<file path="config.mk">
export PLATFORM = sky130hd
export DESIGN_NAME = seg7_scan_ctrl
export DESIGN_NICKNAME = d
export VERILOG_FILES = /design/src/rtl/seg7_scan_ctrl.sv
export SDC_FILE = /design/constraint.sdc
export NUM_CORES = 1
export LEC_CHECK = 0
export ABC_AREA = 1
export CORE_MARGIN = 10
export CORE_UTILIZATION = 40
export DETAILED_ROUTE_END_ITERATION = 16
export GPL_TIMING_DRIVEN = 0
export HOLD_SLACK_MARGIN = 0.03
export PLACE_DENSITY = 0.67
export SYNTH_ARGS = -nofsm -noshare
export SYNTH_HDL_FRONTEND = slang
export SYNTH_SLANG_ARGS = --single-unit
</file>
<file path="constraint.sdc">
create_clock -name clk_i -period 2.7 [get_ports clk_i]
set_clock_uncertainty 0.1 [all_clocks]
set_input_delay 0.54 -clock clk_i [delete_from_list [all_inputs] [get_ports clk_i]]
set_output_delay 0.54 -clock clk_i [all_outputs]
set_load 0.02 [all_outputs]
</file>
<file path="src/rtl/seg7_scan_ctrl.sv">
// Multiplexed 7-segment scan controller: one shared hex decoder, NUM_DIGITS common-anode digits,
// per-slot dead-time guard, optional leading-zero blanking.
module seg7_scan_ctrl #(
    parameter int NUM_DIGITS  = 4,
    parameter int REFRESH_DIV = 50000,
    parameter int GUARD_CYC   = 500
) (
    input  logic                      clk_i,
    input  logic                      rst_i,
    input  logic                      enable_i,
    input  logic                      load_i,
    input  logic [4*NUM_DIGITS-1:0]   value_i,
    input  logic                      blank_lz_i,
    output logic [3:0]                hex_code_o,
    input  logic [6:0]                seg_in_i,
    output logic [6:0]                seg_out_o,
    output logic [NUM_DIGITS-1:0]     an_o,
    output logic                      frame_done_o
);

    // state   | meaning
    // S_OFF   | display dark, counters held at zero
    // S_GUARD | all anodes off, decoder pre-loaded with the upcoming digit
    // S_DRIVE | selected anode on, segments follow the decoder
    localparam logic [1:0] S_OFF   = 2'd0;
    localparam logic [1:0] S_GUARD = 2'd1;
    localparam logic [1:0] S_DRIVE = 2'd2;

    localparam int DW = (NUM_DIGITS > 1) ? $clog2(NUM_DIGITS) : 1;
    localparam int CW = (REFRESH_DIV > 1) ? $clog2(REFRESH_DIV) : 1;

    localparam logic [CW-1:0] GUARD_LD = CW'(GUARD_CYC - 1);
    localparam logic [CW-1:0] DRIVE_LD = CW'(REFRESH_DIV - GUARD_CYC - 1);
    localparam logic [DW-1:0] DIG_LAST = DW'(NUM_DIGITS - 1);

    logic [1:0]              state_q, state_d;
    logic [CW-1:0]           cnt_q, cnt_d;
    logic [DW-1:0]           digit_q, digit_d;
    logic [4*NUM_DIGITS-1:0] value_q;
    logic [NUM_DIGITS-1:0]   an_q, an_d;
    logic [6:0]              seg_q, seg_d;
    logic                    frame_done_q, frame_done_d;

    logic [3:0]              nib [NUM_DIGITS];
    logic [NUM_DIGITS-1:0]   blank_vec;
    logic                    zero_acc;

    for (genvar g = 0; g < NUM_DIGITS; g++) begin : g_nib
        assign nib[g] = value_q[4*g +: 4];
    end

    assign hex_code_o = nib[digit_q];

    // A digit is blank when it and every more significant nibble are zero.
    always_comb begin
        zero_acc  = 1'b1;
        blank_vec = '0;
        for (int i = NUM_DIGITS - 1; i >= 0; i--) begin
            zero_acc     = zero_acc & (nib[i] == 4'h0);
            blank_vec[i] = blank_lz_i && (i != 0) && zero_acc;
        end
    end

    // Prescaler is a down-counter reloaded on each phase entry; terminal count is zero.
    always_comb begin
        state_d      = state_q;
        cnt_d        = cnt_q;
        digit_d      = digit_q;
        frame_done_d = 1'b0;
        if (!enable_i) begin
            state_d = S_OFF;
            cnt_d   = '0;
            digit_d = '0;
        end else begin
            case (state_q)
                S_OFF: begin
                    state_d = S_GUARD;
                    cnt_d   = GUARD_LD;
                end
                S_GUARD: begin
                    if (cnt_q == '0) begin
                        state_d = S_DRIVE;
                        cnt_d   = DRIVE_LD;
                    end else begin
                        cnt_d = cnt_q - CW'(1);
                    end
                end
                S_DRIVE: begin
                    if (cnt_q == '0) begin
                        state_d      = S_GUARD;
                        cnt_d        = GUARD_LD;
                        digit_d      = (digit_q == DIG_LAST) ? '0 : digit_q + DW'(1);
                        frame_done_d = (digit_q == DIG_LAST);
                    end else begin
                        cnt_d = cnt_q - CW'(1);
                    end
                end
                default: begin
                    state_d = S_OFF;
                    cnt_d   = '0;
                    digit_d = '0;
                end
            endcase
        end
    end

    // seg_in reflects the digit being driven next: GUARD already presents it to the decoder.
    always_comb begin
        an_d  = '1;
        seg_d = 7'h7F;
        if (state_d == S_DRIVE) begin
            an_d[digit_d] = 1'b0;
            if (!blank_vec[digit_d]) begin
                seg_d = seg_in_i;
            end
        end
    end

    always_ff @(posedge clk_i) begin
        if (rst_i) begin
            state_q      <= S_OFF;
            cnt_q        <= '0;
            digit_q      <= '0;
            value_q      <= '0;
            an_q         <= '1;
            seg_q        <= 7'h7F;
            frame_done_q <= 1'b0;
        end else begin
            state_q      <= state_d;
            cnt_q        <= cnt_d;
            digit_q      <= digit_d;
            an_q         <= an_d;
            seg_q        <= seg_d;
            frame_done_q <= frame_done_d;
            if (load_i) begin
                value_q <= value_i;
            end
        end
    end

    assign an_o         = an_q;
    assign seg_out_o    = seg_q;
    assign frame_done_o = frame_done_q;

endmodule

</file>
==> flow_summary_export.csv, run 1 <==
group,metric,value,unit
final_layout,register_area,960.9,um2
power_and_ir_drop,p_leak,1.229,nW
global_route,grt.overflow.total,0,
global_route,antenna_found_initial,0,
yosys,synthSimpleGateAreaFrac,0.3100,
floorplanning,die_y,93.54,um
critical_path,arrival,1.91,ns
route,wl_per_cell,11.65,um
critical_path,ff2ff_setup_slack,0.88,ns
route,route.detailed.drc,0,
floorplanning,core-area,5172,um2
yosys,synthAdderAreaFrac,0.01157,
final_layout,multi_input_area,1045,um2
power_and_ir_drop,p_sw_frac,0.2791,
placed_design,gp_congestion,0.7938,
yosys,syn-instance-count,283,
final_layout,n_antenna_cell,0,
sta,tightest_slew,0.4451,ns
route,drt_iter0_markers,75,
critical_path,cp_max_fo,7,
sta,rsz0062_at_grt,"false",
global_route,grt_pass1_wl,7976,um
cts,clk_latency,0.31,ns
power_and_ir_drop,powerDensity,569.4,nW/um2
route,postRouteAntennaNets,0,
floorplanning,initial_utilization,0.4182,
yosys,yosysUniqueCellTypes,31,
global_route,grt_use_total,0.1103,
final_layout,fillers,519,
critical_path,critPathLaunchType,"flop",
yosys,syn_area,2163,um2
critical_path,r2r_cells,10,
power_and_ir_drop,sequentialPowerShare,0.482,
sta,min_period,2.547,ns
yosys,syn_avg_cell_area,7.644,um2
placed_design,dp_hpwl,3775,um
yosys,synth_mux_area_frac,0,
cts,clockBufferDepth,2,
final_layout,fin_util,0.5409,
worst_hold_path,hp-start,"value_q[6]",
cts,path_clk_slew,0.10,ns
sta,maxSlewViolCount,0,
route,viasPerCell,4.646,
critical_path,reg2reg_from,"cnt_q[0]",
sta,slew_headroom,0.7033,
sta,clock.fmax,0.3927,GHz
cts,numCtsBuffers,5,
final_layout,final_cell_area,2798,um2
power_and_ir_drop,pwr-share-clk,0.337,
final_layout,area_delta_synth_final,29.32,%
cts,htreeDepth,2,
critical_path,cp.required,2.06,ns
placed_design,place.port_buffers,43,
sta,period_share,0.9432,
critical_path,r2r_end,"seg_out_o[4]",
yosys,synth-seq-cells,48,
power_and_ir_drop,ir_drop,0.2603,mV
global_route,grt_max_degree,17,
final_layout,final_common_cell,"nor2_1",
route,wirelength,4708,um
critical_path,crit_path_end_kind,"primary output",
worst_hold_path,holdPathEnd,"value_q[6]",
route,drt_pre_antenna_iters,4,
floorplanning,core.rowCount,26,
final_layout,final_nets,363,
route,vias,1877,
yosys,synth_top_family_by_area,"simple AND/OR/NAND/NOR gates",
sta,fin_tns_setup,0,ns
power_and_ir_drop,p_comb_frac,0.182,
final_layout,drive_gt1_frac,0.09880,
floorplanning,die_area,8750,um2
run,maxCapViolations,0,
final_layout,final_cell_mix,"nor2_1, dfxtp_1, clkdlybuf4s50_1",
yosys,synth_fp_nets,313,
cts,tritoncts,"built",
cts,hold_buffers,0,
floorplanning,die_w,93.54,um
worst_hold_path,hp-class,"flop to flop",
power_and_ir_drop,switchingPower,0.4447,mW
floorplanning,pin_count,44,
worst_hold_path,min_path_cells,2,
sta,setup-violations-final,0,
run_status,status,"complete, no violations",
yosys,ys_seq_area_frac,0.4442,
critical_path,worstSetupPathType,"flop to primary output",
power_and_ir_drop,internal_power,1.148,mW
yosys,synth-compound-area-share,0.1209,
global_route,grt_pass1_vias,1895,
cts,clkSinkCount,48,
cts,clockRootBuffer,"clkbuf_8",
yosys,ys_warn_count,0,
yosys,synth-xor-area-share,0.04049,
sta,hold_violations,0,
placed_design,placed_area,2681,um2
cell families (layout without fill, tap and decap cells):
family,after synthesis,after routing
and+or+nand+nor,133,133
AOI/OAI and AO/OA,48,48
DFF,48,48
buffers and inverters,42,93
xor gates and xnor gates,10,10
adders and majority gates,2,2
metrics by stage:
stage          hold slack (ns)  instances  total power [mW]  setup slack [ns]
6_report                0.3867        404             1.593            0.1534
3_3_place_gp            0.3624        396             1.072            0.2304
3_5_place_dp            0.3760        396             1.077            0.2332
5_1_grt                 0.4128        404             1.671          0.003821
2_1_floorplan           0.3475        283            0.9790            0.8257
4_1_cts                 0.3893        404             1.607           0.09757
Yosys cell counts, drive strengths merged:
cell type,instances,area share
a21oi,21,0.054
a31oi,1,0.0029
and2,1,0.0029
clkbuf,5,0.0087
dfxtp,48,0.44
ha,2,0.012
inv,37,0.064
nand2,38,0.079
nand3,20,0.060
nand4,4,0.014
nor2,63,0.13
nor3,5,0.014
nor4,1,0.0029
o21a,1,0.0040
o21ai,22,0.051
o21bai,1,0.0035
o22ai,2,0.0058
or2,1,0.0029
xnor2,2,0.0081
xor2,8,0.032
worst max path at each step:
stage,start,endpoint,slack (ns),depth (start not counted)
2_1_floorplan,digit_q[0],hex_code_o[1],0.83,5
3_5_place_dp,digit_q[0],hex_code_o[1],0.23,6
6_report,digit_q[0],hex_code_o[3],0.15,5
5_1_grt,digit_q[0],hex_code_o[3],0.004,5
3_3_place_gp,digit_q[0],hex_code_o[2],0.23,6
4_1_cts,digit_q[0],hex_code_o[0],0.1,5
critical path, cell delays in order (launching register included):
cell and delay (ns):
dfxtp_1 0.47, inv_1 0.13, o21ai_0 0.18, a21oi_1 0.06, a21oi_1 0.13, clkdlybuf4s50_1 0.62
routing by layer:
metal	part of all wire	global-route usage	wire, um	vias to the layer above
met5	0	0	0	-
met4	0.0015	0.02278	7	0
met3	0.069	0.05116	327	3
met2	0.48	0.1891	2239	34
met1	0.45	0.1225	2133	836
li1	-	-	-	1004
sequential cells by signal, summed over array words and instances, names as in the netlist:
signal / cells
digit_q: 2
state_q: 2
seg_out_o: 7
value_q: 16
an_o: 4
frame_done_o: 1
cnt_q: 16
power groups by stage:
stage	Clock, mW	Sequential, mW	Combinational, mW
6_report	0.537	0.767	0.289
4_1_cts	0.546	0.767	0.293
2_1_floorplan	0	0.783	0.196
3_3_place_gp	0	0.782	0.290
5_1_grt	0.573	0.772	0.326
3_5_place_dp	0	0.783	0.293
repair_timing:
item / CTS / global route
setup buffers: 0 / 0
pin swaps: 0 / 0
resized for setup: 3 / 1
setup endpoints to repair: 3 / 1
cell type report:
type / instances / share of cell area
buffer: 5 / 0.007156
clock buffer: 5 / 0.02460
clock inverter: 3 / 0.01655
inverter: 37 / 0.04964
multi-input combinational: 193 / 0.3734
sequential: 48 / 0.3435
tap: 70 / 0.03131
timing repair buffer: 43 / 0.1538
Power figures use the tool's default switching activity.
==> run 2: changes to the inputs <==
--- a/config.mk
+++ b/config.mk
@@ -8,10 +8,11 @@
 export ABC_AREA = 1
 export CORE_MARGIN = 10
 export CORE_UTILIZATION = 40
+export CTS_CLUSTER_SIZE = 30
 export DETAILED_ROUTE_END_ITERATION = 16
 export GPL_TIMING_DRIVEN = 0
 export HOLD_SLACK_MARGIN = 0.03
-export PLACE_DENSITY = 0.67
+export PLACE_DENSITY = 0.69
 export SYNTH_ARGS = -nofsm -noshare
 export SYNTH_HDL_FRONTEND = slang
 export SYNTH_SLANG_ARGS = --single-unit
==> constraint.sdc (replaced) <==
create_clock -name clk_i -period 2.2 [get_ports clk_i]
set_clock_uncertainty 0.1 [all_clocks]
set_input_delay 0.44 -clock clk_i [delete_from_list [all_inputs] [get_ports clk_i]]
set_output_delay 0.44 -clock clk_i [all_outputs]
set_load 0.02 [all_outputs]
==> run 2 against run 1 <==
  * Critical path depth grew 1
  * Cell area fell by 0.58%
  * Setup slack improved by 0.0040 ns
  * Via count did not move
  * Sequential cell count is the same
  * Worst hold slack worse by 0.0084 ns
  * Non-clock buffer count unchanged
  * Combinational power rose by 22%
  * Total power is 21% higher
  * Critical path type unchanged
==> flow_summary_export.csv, run 2 (synthesized netlist as in run 1, its figures left out) <==
group,metric,value,unit
run_status,status,"complete, no violations",
critical_path,reg2reg_from,"cnt_q[0]",
final_layout,n_antenna_cell,0,
critical_path,crit_buf_inv,3,
placed_design,place.port_buffers,43,
final_layout,final_common_cell,"nor2_1",
critical_path,startpoint,"digit_q[0]",
critical_path,worst-path-stages,6,
cts,clockBufferDepth,2,
route,drt_iter0_markers,78,
sta,setup-violations-final,0,
cts,hold_buffers,0,
floorplanning,core.rowCount,26,
route,route.detailed.drc,0,
critical_path,ff2ff_setup_slack,0.40,ns
worst_hold_path,hp-class,"flop to flop",
route,viasPerCell,4.646,
route,drt_pre_antenna_iters,4,
power_and_ir_drop,totalPowerFinal,1.934,mW
critical_path,cp_max_fo,10,
global_route,grt_pass1_vias,1894,
final_layout,final_cell_mix,"nor2_1, dfxtp_1, clkdlybuf4s50_1",
final_layout,fin_util,0.5377,
sta,hold_violations,0,
cts,tritoncts,"built",
critical_path,worstSetupPathType,"flop to primary output",
critical_path,r2r_end,"seg_out_o[3]",
power_and_ir_drop,ir_drop,0.3265,mV
global_route,grt.overflow.total,0,
route,vias,1877,
route,wirelength,4670,um
floorplanning,die_y,93.54,um
power_and_ir_drop,powerDensity,695.3,nW/um2
placed_design,gp_congestion,0.7935,
final_layout,fillers,511,
placed_design,placed_area,2681,um2
sta,slew_headroom,0.6976,
global_route,grt_max_degree,17,
critical_path,setup.worst_path.end,"hex_code_o[1]",
sta,clock.fmax,0.4896,GHz
critical_path,cp.required,1.66,ns
critical_path,crit_slowest_cell,"dfxtp_4",
critical_path,crit_family,"buffers and inverters",
cts,clockRootBuffer,"clkbuf_8",
route,wl_per_cell,11.56,um
critical_path,critPathLaunchType,"flop",
floorplanning,pin_count,44,
cts,htreeDepth,2,
floorplanning,initial_utilization,0.4182,
critical_path,max_stage_delay,0.39,ns
sta,hold_ws,0.3783,ns
run,maxCapViolations,0,
critical_path,cp_cell_sequence,"inv_1 > buf_2 > o21ai_0 > a21oi_1 > a21oi_1 > buf_2",
final_layout,final_cell_area,2781,um2
power_and_ir_drop,p_leak,1.211,nW
sta,min_period,2.043,ns
cts,clkSinkCount,48,
sta,tightest_slew,0.4537,ns
final_layout,area_delta_synth_final,28.57,%
placed_design,dp_hpwl,3782,um
sta,maxSlewViolCount,0,
sta,rsz0062_at_grt,"false",
critical_path,arrival,1.50,ns
floorplanning,core-area,5172,um2
cts,numCtsBuffers,5,
floorplanning,die_area,8750,um2
global_route,grt_use_total,0.1133,
global_route,grt_pass1_wl,8190,um
cts,clk_latency,0.30,ns
cts,path_clk_slew,0.09,ns
final_layout,final_nets,363,
placed_design,pre_cts_ws,-0.1715,ns
global_route,antenna_found_initial,0,
critical_path,r2r_cells,10,
route,postRouteAntennaNets,0,
critical_path,crit_path_end_kind,"primary output",
floorplanning,die_w,93.54,um
sta,worst_slack,0.1573,ns
final_layout,drive_gt1_frac,0.1138,
sta,period_share,0.9285,
-- run 2: changes by cell type in the layout (fill, tap and decap cells not counted), sizes merged --
cell,delta
dlymetal6s2s,-1
clkdlybuf4s50,-1
buf,+3
clkbuf,+1
dlygate4sd2,-2
-- run 2: report_power, final --
part / leakage [nW] / total [mW] / internal [mW] / switching, mW
sequential: 0.395 / 0.940 / 0.911 / 0.0286
combinational: 0.762 / 0.353 / 0.151 / 0.202
clock: 0.0548 / 0.641 / 0.342 / 0.298
-- run 2: what timing repair did --
| action | in CTS | in global routing |
|---|---|---|
| resized for setup | 12 | 6 |
| endpoints found under the setup margin | 4 | 4 |
| setup buffers | 0 | 0 |
-- run 2: layer usage --
metal / GRT usage / part of all wire / routed length, um
met1: 0.1257 / 0.45 / 2110
met2: 0.1961 / 0.48 / 2239
met3: 0.04796 / 0.061 / 284
met4: 0.02658 / 0.0077 / 36
met5: 0 / 0 / 0
-- run 2: final cells by class --
type                       count  area [um2]  share of cell area
tap                           70       87.58             0.03149
sequential                    48       964.7              0.3468
multi-input combinational    193        1045              0.3756
clock inverter                 3       46.29             0.01664
buffer                         5       20.02            0.007197
inverter                      37       138.9             0.04993
timing repair buffer          43       410.4              0.1475
clock buffer                   5       68.82             0.02474
-- run 2: worst min path at each step --
stage          startpoint         end  slack [ns]  cells past startpoint
3_5_place_dp   value_q[4]  value_q[4]        0.37                      2
2_1_floorplan  value_q[4]  value_q[4]        0.35                      2
3_3_place_gp   value_q[4]  value_q[4]        0.36                      2
6_report       value_q[4]  value_q[4]        0.38                      2
4_1_cts        value_q[4]  value_q[4]        0.38                      2
5_1_grt        value_q[4]  value_q[4]        0.41                      2
-- run 2: tightest hold or removal path: cells and delay by family, from the launching register on --
family	cells	cell delay (ns)
flip-flops	1	0.31
buffers and inverters	1	0.07
AO/OA/AOI/OAI	1	0.06
-- run 2: stage by stage --
step	cells	TNS, ns
6_report	404	0
3_5_place_dp	396	-0.6124
5_1_grt	404	0
2_1_floorplan	283	0
4_1_cts	404	0
3_3_place_gp	396	-0.3943
